--- config.mk ---
export PLATFORM = sky130hd
export DESIGN_NAME = spi_ctrl_flat
export DESIGN_NICKNAME = d
export VERILOG_FILES = /design/src/rtl/spi_ctrl_pkg.sv /design/src/rtl/spi_ctrl_if.sv /design/src/rtl/spi_ctrl_shifter.sv /design/src/rtl/spi_ctrl.sv /design/src/flat_wrapper.sv
export SDC_FILE = /design/constraint.sdc
export NUM_CORES = 1
export LEC_CHECK = 0
export ABC_AREA = 1
export CORE_MARGIN = 4
export CORE_UTILIZATION = 57
export DETAILED_ROUTE_END_ITERATION = 8
export PLACE_DENSITY = 0.77
export SLEW_MARGIN = 20
export SYNTH_ARGS = -nofsm -noshare
export SYNTH_HDL_FRONTEND = slang
export SYNTH_SLANG_ARGS = --single-unit
export TNS_END_PERCENT = 30
--- constraint.sdc ---
create_clock -name pclk_i -period 3 [get_ports pclk_i]
set_input_delay 0.75 -clock pclk_i [delete_from_list [all_inputs] [get_ports pclk_i]]
set_output_delay 0.75 -clock pclk_i [all_outputs]
set_load 0.005 [all_outputs]
--- src/rtl/spi_ctrl_pkg.sv ---
// Shared constants and types for the spi_ctrl register-programmed SPI master:
// register map offsets, ctrl field positions, FSM states and bit timing.
package spi_ctrl_pkg;

  localparam int unsigned ADDR_BASE   = 'h00;
  localparam int unsigned DATA_BASE   = 'h10;
  localparam int unsigned CTRL_ADDR   = 'h20;
  localparam int unsigned STATUS_ADDR = 'h21;

  localparam int CTRL_START_BIT = 0;
  localparam int CTRL_CNT_LSB   = 1;
  localparam int CTRL_CNT_MSB   = 3;
  localparam int CTRL_SLV_LSB   = 4;
  localparam int CTRL_SLV_MSB   = 5;

  // Clocks per serial bit; sclk is high only in the last one.
  localparam int BIT_CLKS  = 2;
  localparam int BYTE_BITS = 8;

  typedef enum logic [2:0] {
    ST_IDLE,
    ST_SETUP,
    ST_ADDR,
    ST_DATA,
    ST_GAP
  } state_e;

  function automatic logic [3:0] ssel_decode(input logic [1:0] slave);
    return ~(4'b0001 << slave);
  endfunction

endpackage

--- src/rtl/spi_ctrl_if.sv ---
// Peripheral-bus side of spi_ctrl: zero-wait-state register access signals.
interface spi_ctrl_if #(
  parameter int ADDR_WIDTH = 8,
  parameter int DATA_WIDTH = 8
);
  logic [ADDR_WIDTH-1:0] paddr_i;
  logic                  pwrite_i;
  logic [DATA_WIDTH-1:0] pwdata_i;
  logic                  penable_i;
  logic [DATA_WIDTH-1:0] prdata_o;
  logic                  pready_o;
  logic                  perror_o;

  modport master (
    output paddr_i, pwrite_i, pwdata_i, penable_i,
    input  prdata_o, pready_o, perror_o
  );

  modport slave (
    input  paddr_i, pwrite_i, pwdata_i, penable_i,
    output prdata_o, pready_o, perror_o
  );
endinterface

--- src/rtl/spi_ctrl_shifter.sv ---
// One-byte SPI mode-0 shift/sample engine: generates sclk, shifts MSB first,
// samples miso on sclk rise; done pulses on the final high phase.
module spi_shifter
  import spi_ctrl_pkg::*;
(
  input  logic                 clk_i,
  input  logic                 rst_ni,
  input  logic                 start_i,
  input  logic                 preset_i,
  input  logic [BYTE_BITS-1:0] byte_i,
  input  logic                 miso_i,
  output logic                 sclk_o,
  output logic                 mosi_o,
  output logic                 done_o,
  output logic [BYTE_BITS-1:0] rx_o
);

  localparam int PH_W = (BIT_CLKS > 1) ? $clog2(BIT_CLKS) : 1;
  localparam int BW   = $clog2(BYTE_BITS);
  localparam logic [PH_W-1:0] PH_LAST  = PH_W'(BIT_CLKS - 1);
  localparam logic [BW-1:0]   BIT_LAST = BW'(BYTE_BITS - 1);

  logic                 active_q, active_d;
  logic                 sclk_q, sclk_d;
  logic                 mosi_q, mosi_d;
  logic [PH_W-1:0]      ph_q, ph_d;
  logic [BW-1:0]        bit_q, bit_d;
  logic [BYTE_BITS-1:0] tx_q, tx_d;
  logic [BYTE_BITS-1:0] rx_q, rx_d;

  assign done_o = active_q && (ph_q == PH_LAST) && (bit_q == BIT_LAST);
  assign sclk_o = sclk_q;
  assign mosi_o = mosi_q;
  assign rx_o   = rx_q;

  // A start coinciding with done chains the next byte with no idle clock.
  always_comb begin
    active_d = active_q;
    sclk_d   = sclk_q;
    mosi_d   = mosi_q;
    ph_d     = ph_q;
    bit_d    = bit_q;
    tx_d     = tx_q;
    rx_d     = rx_q;
    if (start_i) begin
      active_d = 1'b1;
      ph_d     = '0;
      bit_d    = '0;
      tx_d     = byte_i;
      mosi_d   = byte_i[BYTE_BITS-1];
      sclk_d   = 1'b0;
    end else if (done_o) begin
      active_d = 1'b0;
      sclk_d   = 1'b0;
      mosi_d   = 1'b0;
      ph_d     = '0;
    end else if (active_q) begin
      ph_d   = (ph_q == PH_LAST) ? '0 : ph_q + 1'b1;
      sclk_d = (ph_d == PH_LAST);
      if (ph_d == PH_LAST) begin
        rx_d = {rx_q[BYTE_BITS-2:0], miso_i};
      end
      if (ph_q == PH_LAST) begin
        tx_d   = tx_q << 1;
        mosi_d = tx_q[BYTE_BITS-2];
        bit_d  = bit_q + 1'b1;
      end
    end else if (preset_i) begin
      mosi_d = byte_i[BYTE_BITS-1];
    end
  end

  always_ff @(posedge clk_i or negedge rst_ni) begin
    if (!rst_ni) begin
      active_q <= 1'b0;
      sclk_q   <= 1'b0;
      mosi_q   <= 1'b0;
      ph_q     <= '0;
      bit_q    <= '0;
      tx_q     <= '0;
      rx_q     <= '0;
    end else begin
      active_q <= active_d;
      sclk_q   <= sclk_d;
      mosi_q   <= mosi_d;
      ph_q     <= ph_d;
      bit_q    <= bit_d;
      tx_q     <= tx_d;
      rx_q     <= rx_d;
    end
  end

endmodule

--- src/rtl/spi_ctrl.sv ---
// Register-programmed SPI master: address/data pair registers, ctrl, sequencing FSM.
// Define SPI_STATUS_REG_EN to map the read-only status register at 0x21.
module spi_ctrl
  import spi_ctrl_pkg::*;
#(
  parameter int ADDR_WIDTH = 8,
  parameter int DATA_WIDTH = 8,
  parameter int NUM_TXS    = 8
) (
  input  logic       pclk_i,
  input  logic       prst_i,
  spi_ctrl_if.slave  bus,
  output logic       sclk_o,
  output logic       mosi,
  input  logic       miso,
  output logic [3:0] ssel
);

  localparam int MAX_TXS = 16;
`ifdef SPI_STATUS_REG_EN
  localparam bit STATUS_EN = 1'b1;
`else
  localparam bit STATUS_EN = 1'b0;
`endif

  logic [ADDR_WIDTH-1:0] addr_q [MAX_TXS];
  logic [ADDR_WIDTH-1:0] addr_d [MAX_TXS];
  logic [DATA_WIDTH-1:0] data_q [MAX_TXS];
  logic [DATA_WIDTH-1:0] data_d [MAX_TXS];
  logic [DATA_WIDTH-1:0] ctrl_q, ctrl_d;
  state_e                state_q, state_d;
  logic [3:0]            k_q, k_d;
  logic [3:0]            ssel_q, ssel_d;

  logic [ADDR_WIDTH-1:0] addr_off, data_off;
  logic                  is_addr, is_data, is_ctrl, is_stat;
  logic                  busy, mapped, err, wr_en, start_req;
  logic [2:0]            cnt_field;
  logic [3:0]            last_k;
  logic [DATA_WIDTH-1:0] rd_val;

  logic                 sh_start, sh_preset, sh_done;
  logic [BYTE_BITS-1:0] sh_byte, sh_rx;

  assign addr_off = bus.paddr_i - ADDR_WIDTH'(ADDR_BASE);
  assign data_off = bus.paddr_i - ADDR_WIDTH'(DATA_BASE);
  assign is_addr  = addr_off < ADDR_WIDTH'(NUM_TXS);
  assign is_data  = data_off < ADDR_WIDTH'(NUM_TXS);
  assign is_ctrl  = bus.paddr_i == ADDR_WIDTH'(CTRL_ADDR);
  assign is_stat  = bus.paddr_i == ADDR_WIDTH'(STATUS_ADDR);

  assign busy   = (state_q != ST_IDLE);
  assign mapped = is_addr | is_data | is_ctrl | (is_stat & STATUS_EN);
  // Registers are frozen while a sequence runs; status is never writable.
  assign err    = bus.penable_i & (~mapped |
                  (bus.pwrite_i & ((busy & (is_addr | is_data | is_ctrl)) | is_stat)));
  assign wr_en     = bus.penable_i & bus.pwrite_i & ~err;
  assign start_req = wr_en & is_ctrl & bus.pwdata_i[CTRL_START_BIT];

  assign cnt_field = ctrl_q[CTRL_CNT_MSB:CTRL_CNT_LSB];
  assign last_k    = ({1'b0, cnt_field} > 4'(NUM_TXS - 1)) ? 4'(NUM_TXS - 1) : {1'b0, cnt_field};

  always_comb begin
    rd_val = '0;
    if (is_addr)      rd_val = DATA_WIDTH'(addr_q[addr_off[3:0]]);
    else if (is_data) rd_val = data_q[data_off[3:0]];
    else if (is_ctrl) rd_val = ctrl_q;
    else if (is_stat) rd_val = DATA_WIDTH'({busy, 3'b000, k_q});
  end

  assign bus.pready_o = bus.penable_i;
  assign bus.perror_o = err;
  assign bus.prdata_o = (bus.penable_i & ~bus.pwrite_i & ~err) ? rd_val : '0;

  always_comb begin
    addr_d    = addr_q;
    data_d    = data_q;
    ctrl_d    = ctrl_q;
    state_d   = state_q;
    k_d       = k_q;
    ssel_d    = ssel_q;
    sh_start  = 1'b0;
    sh_preset = 1'b0;
    sh_byte   = BYTE_BITS'(addr_q[k_q]);

    if (wr_en) begin
      if (is_addr) addr_d[addr_off[3:0]] = ADDR_WIDTH'(bus.pwdata_i);
      if (is_data) data_d[data_off[3:0]] = bus.pwdata_i;
      if (is_ctrl) ctrl_d = bus.pwdata_i;
    end

    case (state_q)
      ST_IDLE: begin
        if (start_req) begin
          state_d   = ST_SETUP;
          k_d       = '0;
          ssel_d    = ssel_decode(bus.pwdata_i[CTRL_SLV_MSB:CTRL_SLV_LSB]);
          sh_preset = 1'b1;
          sh_byte   = BYTE_BITS'(addr_q[0]);
        end
      end
      ST_SETUP: begin
        sh_start = 1'b1;
        state_d  = ST_ADDR;
      end
      ST_ADDR: begin
        if (sh_done) begin
          sh_start = 1'b1;
          sh_byte  = BYTE_BITS'(data_q[k_q]);
          state_d  = ST_DATA;
        end
      end
      ST_DATA: begin
        if (sh_done) begin
          ssel_d  = 4'hF;
          state_d = ST_GAP;
          if (addr_q[k_q][ADDR_WIDTH-1]) data_d[k_q] = DATA_WIDTH'(sh_rx);
        end
      end
      ST_GAP: begin
        if (k_q == last_k) begin
          state_d                = ST_IDLE;
          k_d                    = '0;
          ctrl_d[CTRL_START_BIT] = 1'b0;
        end else begin
          state_d   = ST_SETUP;
          k_d       = k_q + 4'd1;
          ssel_d    = ssel_decode(ctrl_q[CTRL_SLV_MSB:CTRL_SLV_LSB]);
          sh_preset = 1'b1;
          sh_byte   = BYTE_BITS'(addr_q[k_q + 4'd1]);
        end
      end
      default: state_d = ST_IDLE;
    endcase
  end

  always_ff @(posedge pclk_i or negedge prst_i) begin
    if (!prst_i) begin
      state_q <= ST_IDLE;
      k_q     <= '0;
      ssel_q  <= 4'hF;
      ctrl_q  <= '0;
      for (int i = 0; i < MAX_TXS; i++) begin
        addr_q[i] <= '0;
        data_q[i] <= '0;
      end
    end else begin
      state_q <= state_d;
      k_q     <= k_d;
      ssel_q  <= ssel_d;
      ctrl_q  <= ctrl_d;
      for (int i = 0; i < MAX_TXS; i++) begin
        addr_q[i] <= addr_d[i];
        data_q[i] <= data_d[i];
      end
    end
  end

  spi_shifter u_shifter (
    .clk_i    (pclk_i),
    .rst_ni   (prst_i),
    .start_i  (sh_start),
    .preset_i (sh_preset),
    .byte_i   (sh_byte),
    .miso_i   (miso),
    .sclk_o   (sclk_o),
    .mosi_o   (mosi),
    .done_o   (sh_done),
    .rx_o     (sh_rx)
  );

  assign ssel = ssel_q;

endmodule

--- src/flat_wrapper.sv ---
// flat-port wrapper written by rule: the top's interface ports become plain ports
module spi_ctrl_flat import spi_ctrl_pkg::*;
#(
  parameter int ADDR_WIDTH = 8,
  parameter int DATA_WIDTH = 8,
  parameter int NUM_TXS    = 8
)
  (pclk_i, prst_i, sclk_o, mosi, miso, ssel, bus_paddr_i, bus_pwrite_i, bus_pwdata_i, bus_penable_i, bus_prdata_o, bus_pready_o, bus_perror_o);
  spi_ctrl_if #(.ADDR_WIDTH(ADDR_WIDTH), .DATA_WIDTH(DATA_WIDTH)) bus_i ();
  input  logic pclk_i;
  input  logic prst_i;
  output logic sclk_o;
  output logic mosi;
  input  logic miso;
  output logic [3:0] ssel;
  input wire logic [$bits(bus_i.paddr_i)-1:0] bus_paddr_i;
  input wire logic [$bits(bus_i.pwrite_i)-1:0] bus_pwrite_i;
  input wire logic [$bits(bus_i.pwdata_i)-1:0] bus_pwdata_i;
  input wire logic [$bits(bus_i.penable_i)-1:0] bus_penable_i;
  output wire logic [$bits(bus_i.prdata_o)-1:0] bus_prdata_o;
  output wire logic [$bits(bus_i.pready_o)-1:0] bus_pready_o;
  output wire logic [$bits(bus_i.perror_o)-1:0] bus_perror_o;
  assign bus_i.paddr_i = bus_paddr_i;
  assign bus_i.pwrite_i = bus_pwrite_i;
  assign bus_i.pwdata_i = bus_pwdata_i;
  assign bus_i.penable_i = bus_penable_i;
  assign bus_prdata_o = bus_i.prdata_o;
  assign bus_pready_o = bus_i.pready_o;
  assign bus_perror_o = bus_i.perror_o;
  spi_ctrl #(.ADDR_WIDTH(ADDR_WIDTH), .DATA_WIDTH(DATA_WIDTH), .NUM_TXS(NUM_TXS)) u_core (.pclk_i(pclk_i), .prst_i(prst_i), .bus(bus_i), .sclk_o(sclk_o), .mosi(mosi), .miso(miso), .ssel(ssel));
endmodule
Word level (Yosys, flattened, before mapping)
Index checks and enable logic that the tools add are counted.
Widths: inputs -> output; s select.
{"block": "word_totals", "ff_bits": 296, "input_bits": 21, "output_inout_bits": 16, "wordCells": 196}
{"block": "op_classes", "addsub": 4, "n_lt_le_gt_ge": 9, "eq_ne": 14, "n_shift": 2, "muxes": 78, "n_bitwise": 24, "n_reduce_logical": 22}
{"operator": "$mux 128", "n": 5}
{"operator": "$bwmux 128", "n": 3}
{"operator": "$mux 8", "n": 21}
{"operator": "$bmux 8 s4", "n": 5}
{"operator": "$demux 8 s4", "n": 3}
{"operator": "$mux 7", "n": 4}
{"operator": "$pmux 8 s3", "n": 1}
{"operator": "$mux 3", "n": 7}
{"operator": "$ge 5x5->1 const B", "n": 4}
{"operator": "$mux 4", "n": 5}
{"operator": "$not 4->5", "n": 4}
{"operator": "$mux 1", "n": 19}
{"operator": "$eq 8x6->1 const B", "n": 2}
{"operator": "$lt 8x4->1 const B", "n": 2}
{"operator": "$lt 5x1->1 const B", "n": 3}
{"operator": "$pmux 3 s5", "n": 1}
{"operator": "$pmux 4 s3", "n": 1}
{"operator": "$and 1x1->1", "n": 9}
{"operator": "$reduce_bool 3->1", "n": 3}
{"operator": "$ne 2x1->1 const B", "n": 4}
{"operator": "$not 4->4", "n": 2}
{"operator": "$pmux 4 s2", "n": 1}
{"operator": "$reduce_and 2->1", "n": 4}
{"operator": "$reduce_and 4->1", "n": 2}
{"operator": "other kinds (19)", "n": 38}

Logic depth before layout (Yosys ltp)
{"block": "logic_depth", "word_depth": 19, "depth_mapped": 22, "depth_no_buf": 15}

By module
Synthesis repeated with hierarchy kept, for this count alone.
{"block": "unflattened", "cells_unflattened": 2459, "area_unflattened_um2": 17132.7}
{"mod": "spi_ctrl", "n_inst": 1, "cells_each": 2349, "area_per_inst_um2": 16121.7, "seq_area_each_um2": 6886.6}
{"mod": "spi_shifter", "n_inst": 1, "cells_each": 110, "area_per_inst_um2": 1011.0, "seq_area_each_um2": 525.5}

Worst setup path after synthesis
Ideal clock, no wire load.
{"block": "synth_path", "path_kind": "reg2reg", "start": "register u_core.k_q[0]", "end": "register u_core.u_shifter.mosi_q (netlist: u_core.u_shifter.mosi_o)", "setup_time_ns": 0.116, "arrival_ns": 2.808, "required_time_ns": 2.884, "setup_slack_ns": 0.075, "path_stages_with_launch": 22, "n_path_buf": 7, "period_less_slack_ns": 2.925, "path_cell_list": "dfrtp_1 buf_4 clkinv_2 buf_6 buf_2 buf_2 clkbuf_1 ha_1 clkbuf_1 inv_1 clkbuf_1 nand3_1 nand3_1 nand2_1 nand2_1 nand2_1 nand2_1 nand3_1 nor2_1 nand3_1 nand2_1 nand2_1"}
{"block": "synth_via", "elab_chain_cells": 11, "word_cells_on_any_way": 25, "classes_between": "1 x add/sub; 1 x eq/ne; 19 x mux; 2 x bitwise; 2 x reduce/logical"}
{"element": "start: declaration", "line": "spi_ctrl.sv:32", "rtl": "logic [3:0] k_q, k_d;"}
{"element": "start signal: assignment", "line": "spi_ctrl.sv:149", "rtl": "k_q <= k_d;"}
{"element": "$add 4x1->4", "line": "spi_ctrl.sv:130", "rtl": "sh_byte = BYTE_BITS'(addr_q[k_q + 4'd1]);"}
{"element": "$not 4->5 (implied by the code)", "line": "spi_ctrl.sv:130"}
{"element": "$bmux 8 s4", "line": "spi_ctrl.sv:130"}
{"element": "$mux 8 (implied by the code) (2 in series)", "line": "spi_ctrl.sv:130"}
{"element": "$mux 8", "line": "spi_ctrl.sv:121", "rtl": "if (k_q == last_k) begin"}
{"element": "$pmux 8 s3", "line": "spi_ctrl.sv:92", "rtl": "case (state_q)"}
{"element": "$mux 1", "line": "spi_ctrl_shifter.sv:68", "rtl": "end else if (preset_i) begin"}
{"element": "$mux 1", "line": "spi_ctrl_shifter.sv:57", "rtl": "end else if (active_q) begin"}
{"element": "$mux 1", "line": "spi_ctrl_shifter.sv:52", "rtl": "end else if (done_o) begin"}
{"element": "$mux 1", "line": "spi_ctrl_shifter.sv:45", "rtl": "if (start_i) begin"}
{"element": "end signal: assignment", "line": "spi_ctrl_shifter.sv:85", "rtl": "mosi_q <= mosi_d;"}
{"element": "end: declaration", "line": "spi_ctrl_shifter.sv:25", "rtl": "logic mosi_q, mosi_d;"}
Parallel ways exist; a longest one is shown, timed or not. The select of a mux whose other input is x is not followed.
A chain may end at the register's enable or synchronous reset.

Final worst setup path
{"block": "layout_path", "start": "input bus_paddr_i[1]", "end": "output bus_prdata_o[6]"}
{"block": "layout_via", "elab_chain_cells": 12, "word_cells_on_any_way": 27, "classes_between": "1 x add/sub; 2 x order compare; 2 x eq/ne; 10 x mux; 12 x bitwise"}
{"element": "start: declaration", "line": "flat_wrapper.sv:16", "rtl": "input wire logic [$bits(bus_i.paddr_i)-1:0] bus_paddr_i;"}
{"element": "$sub 8x5->8", "line": "spi_ctrl.sv:46", "rtl": "assign data_off = bus.paddr_i - ADDR_WIDTH'(DATA_BASE);"}
{"element": "$lt 8x4->1", "line": "spi_ctrl.sv:48", "rtl": "assign is_data = data_off < ADDR_WIDTH'(NUM_TXS);"}
{"element": "$or 1x1->1 (2 in series)", "line": "spi_ctrl.sv:53, spi_ctrl.sv:56"}
{"element": "$and 1x1->1", "line": "spi_ctrl.sv:56", "rtl": "(bus.pwrite_i & ((busy & (is_addr | is_data | is_ctrl)) | is_stat)));"}
{"element": "$or 1x1->1", "line": "spi_ctrl.sv:56"}
{"element": "$and 1x1->1", "line": "spi_ctrl.sv:56"}
{"element": "$or 1x1->1", "line": "spi_ctrl.sv:55", "rtl": "assign err = bus.penable_i & (~mapped |"}
{"element": "$and 1x1->1", "line": "spi_ctrl.sv:55"}
{"element": "$not 1->1", "line": "spi_ctrl.sv:73", "rtl": "assign bus.prdata_o = (bus.penable_i & ~bus.pwrite_i & ~err) ? rd_val : '0;"}
{"element": "$and 1x1->1", "line": "spi_ctrl.sv:73"}
{"element": "$mux 8 (*)", "line": "spi_ctrl.sv:73"}
{"element": "end: declaration", "line": "flat_wrapper.sv:20", "rtl": "output wire logic [$bits(bus_i.prdata_o)-1:0] bus_prdata_o;"}
Every way passes the cells marked *; elsewhere a longest branch is shown, timed or not. The select of a mux whose other input is x is not followed.

==> out/qor.yml <==
synthesis:
  syn-instance-count: 2375
  yosysWarnings: 0
  synth_flop_cell: "dfrtp_1"
  synth_edf_count: 0
  synth.yosys.seq_area_share_pct: 43.1
  postSynthAreaPerCell_sq_um: 7.25
  synthDistinctLibCells: 44
  yosys.area.top_type: "dfrtp_1"
  synth_area_leaders: "dfrtp_1 42%, nand2_1 13%, o21ai_0 9.6%, inv_1 4.8%, a21oi_1 3.8%"
  netlist_area_sq_um: 17200
  syn_nets: 2402
  async_flop_share_pct: 100
  yosysTopAreaCellShare_pct: 42.5
  ys_ff_latch: 296
status:
  violations: "setup timing"
  status: "complete, but fails checks"
cts:
  numCtsBuffers: 35
  clock_sinks: 296
  cts.clk_slew.worst_paths_ps: 60
  cts_max_path_buffers: 3
  cts_max_level: 2
  clock_latency_ps: 540
  root_buffer: "clkbuf_16"
  postCtsHoldBufs: 0
  cts_tree: "done"
placement:
  io_buffers: 36
  post-place-ws_ps: -929
  dp_hpwl_um: 45500
  placedCellCount: 2755
  gp_congestion: 1.08
setup_path:
  crit_required_ps: 2250
  start_kind: "primary input"
  critPathKind: "primary input to output port"
  cp_max_fo: 5
  cp_num_buf_inv: 5
  critPathCapture: "bus_prdata_o[6]"
  reg2regPathDepth: 14
  critPathCaptureType: "output port"
  worstPathArrival_ps: 2310
  critical_path.top_delay_family: "buffers and inverters"
  regToRegSetupSlack_ps: 160
  reg2reg_from: "u_core.k_q[0]"
  crit_path_cell_trace: "buf_12 -> buf_6 -> nand2_8 -> buf_12 -> bufbuf_16 -> o21ai_2 -> o21ai_1 -> nand4_1 -> nand2_1 -> a31oi_2 -> buf_2"
  path_depth: 11
  cp_slowest_cell: "bufbuf_16"
  worstSetupStartpoint: "bus_paddr_i[1]"
  rr_endpoint: "u_core.u_shifter.tx_q[6]"
  slowest_delay_ps: 270
  cp_common_cell: "buf_12"
route:
  wl_per_cell_um: 23.3
  post_drt_via_cell_ratio: 6.35
  vias: 18106
  antenna_left: 0
  first_iter_violations: 2909
  drc_errors: 0
  drt_wl_total_um: 66500
  dr.pass1.iters: 7
grt:
  grt_pass1_wl_um: 100000
  antenna_found_initial: 1
  grt_max_degree: 122
  grt_usage_pct: 39.1
  grt_pass1_vias: 16888
  overflow: 0
timing:
  whs_ps: 211
  post-route-period-util_pct: 102
  fin_ws_ps: -61.8
  hold_viol: 0
  timing_worst_slew_pin_value_ps: 1010
  relSlewSlack_pct: 32.4
  drv_slew: 0
  rsz0062_at_grt: "true"
  setup_viol: 5
  min_period_ps: 3060
  fin_skew_ps: 20.7
  fmax_mhz: 327
power:
  p_total_uw: 8720
  p_leak_uw: 0.00976
  p_per_area_nw_per_um2: 423
  irDropWorstVdd_mv: 0.448
layout:
  n_antenna_cell: 0
  final_nets: 2463
  drive_gt1_share_pct: 14.8
  area_delta_synth_final_pct: 19.8
  stdcell_count: 2851
worst_hold_path:
  hold_path_class: "primary input to asynchronous set/reset pin"
run:
  maxCapViolations: 0
floorplanning:
  die_y_um: 182
  io_pins: 37
  core_area_sq_um: 29700
  rows: 63
  dieArea_sq_um: 33000
  initial_core_util_pct: 57.9
  die_w_um: 182
## per-stage QoR
| step | instance area (sq um) | TNS (ps) | utilization [%] |
|---|---|---|---|
| floorplan | 17200 | 0 | - |
| global placement | 18600 | -33260 | 62.6 |
| detailed placement | 18600 | -39160 | 62.6 |
| CTS | 20400 | -535 | 68.6 |
| global route | 20600 | -312 | 69.4 |
| finish | 20600 | -124 | 69.4 |
## worst reg2reg max path: stages, from the launching register on
cell and delay [ps]:
dfrtp_4 570, inv_6 140, ha_1 390, inv_1 60, buf_4 230, a21oi_1 160
o21ai_0 120, nand3_1 130, nand3_1 80, nand2_1 70, nor2_1 50, nor2_1 340
nand2_1 180, nor2_1 140, a21oi_1 70
## cell usage after synthesis (2+ instances only)
cell type and instances:
inv_2 3, dfrtp_1 292, o22ai_1 97, a22o_1 10, nand4_1 20, ha_1 6, buf_1 14, o211ai_1 81
dfstp_2 4, and3_1 5, o21ai_0 329, nand3b_1 2, buf_2 57, xor2_1 2, a21oi_1 131, buf_4 3
nand3_2 2, nand3_1 87, nor2_8 3, nor2_1 142, nand2_2 12, clkbuf_1 121, o2111ai_1 3, inv_1 218
nor3_2 2, nand2_4 10, nor2_2 7, nand2_1 591, a31oi_1 6, nor3_1 6, o21ai_1 84, buf_6 13
## per-layer routing
| metal | GRT usage (%) | vias up | part of all wire [%] |
|---|---|---|---|
| li1 | - | 8037 | - |
| met3 | 10.7 | 274 | 14 |
| met5 | 0 | - | 0.020 |
| met4 | 18.4 | 2 | 5.7 |
| met2 | 57.6 | 1406 | 42 |
| met1 | 53.9 | 8387 | 38 |
## sequential cells by signal, indices dropped and copies added, names as in the netlist
register	flops
u_core.ssel	4
u_core.data_q	128
u_core.u_shifter.mosi_o	1
u_core.u_shifter.rx_o	8
u_core.u_shifter.tx_q	7
u_core.u_shifter.bit_q	3
u_core.u_shifter.ph_q	1
u_core.ctrl_q	8
u_core.addr_q	128
u_core.k_q	4
u_core.state_q	3
u_core.u_shifter.active_q	1
## logic make-up after synthesis
logic type,count (synthesis),synth area share (%)
buf+inv,432,10.5
flops,296,43.1
compound gates,746,24.0
fa+ha+maj,6,0.436
simple gates,892,21.8
xor+xnor,3,0.153
## placed cells by master, fill, tap and decap left out, types with 83 or more instances in the layout
cell type,n
nand3_1,86
o21ai_0,277
o21ai_1,130
dfrtp_1,290
o22ai_1,83
nor2_1,132
buf_4,141
nand2_1,582
a21oi_1,129
inv_1,210
## how the worst min path moves through the flow
stage | from | end | slack, ps
final | prst_i | u_core.addr_q[7] | 210
after global routing | prst_i | u_core.addr_q[7] | 270
after CTS | prst_i | u_core.addr_q[7] | 240
after detailed placement | u_core.addr_q[29] | u_core.addr_q[29] | 370
after global placement | u_core.addr_q[22] | u_core.addr_q[22] | 370
after floorplan | u_core.addr_q[12] | u_core.addr_q[12] | 430
## power by group
part | switching, uW | internal (uW) | total (uW)
sequential | 2.50 | 3990 | 4000
clock | 1740 | 2370 | 4110
combinational | 358 | 252 | 610
total | 2100 | 6620 | 8720
## cell type report
type	instances	area, sq um
fill	2424	9100
multi-input combinational	1647	8280
sequential	296	7420
timing repair buffer	232	2470
clock buffer	54	1030
inverter	224	867
tap	390	488
clock inverter	8	58.8
## repair_timing
item                                   CTS  global route
endpoints found under the hold margin    0             0
gates cloned                             9             4
setup endpoints to repair                9            12
pin swaps                               60            42
setup buffers                           19             6
gates resized for setup                161            44
Note: power is estimated with default switching activity, not from simulation.
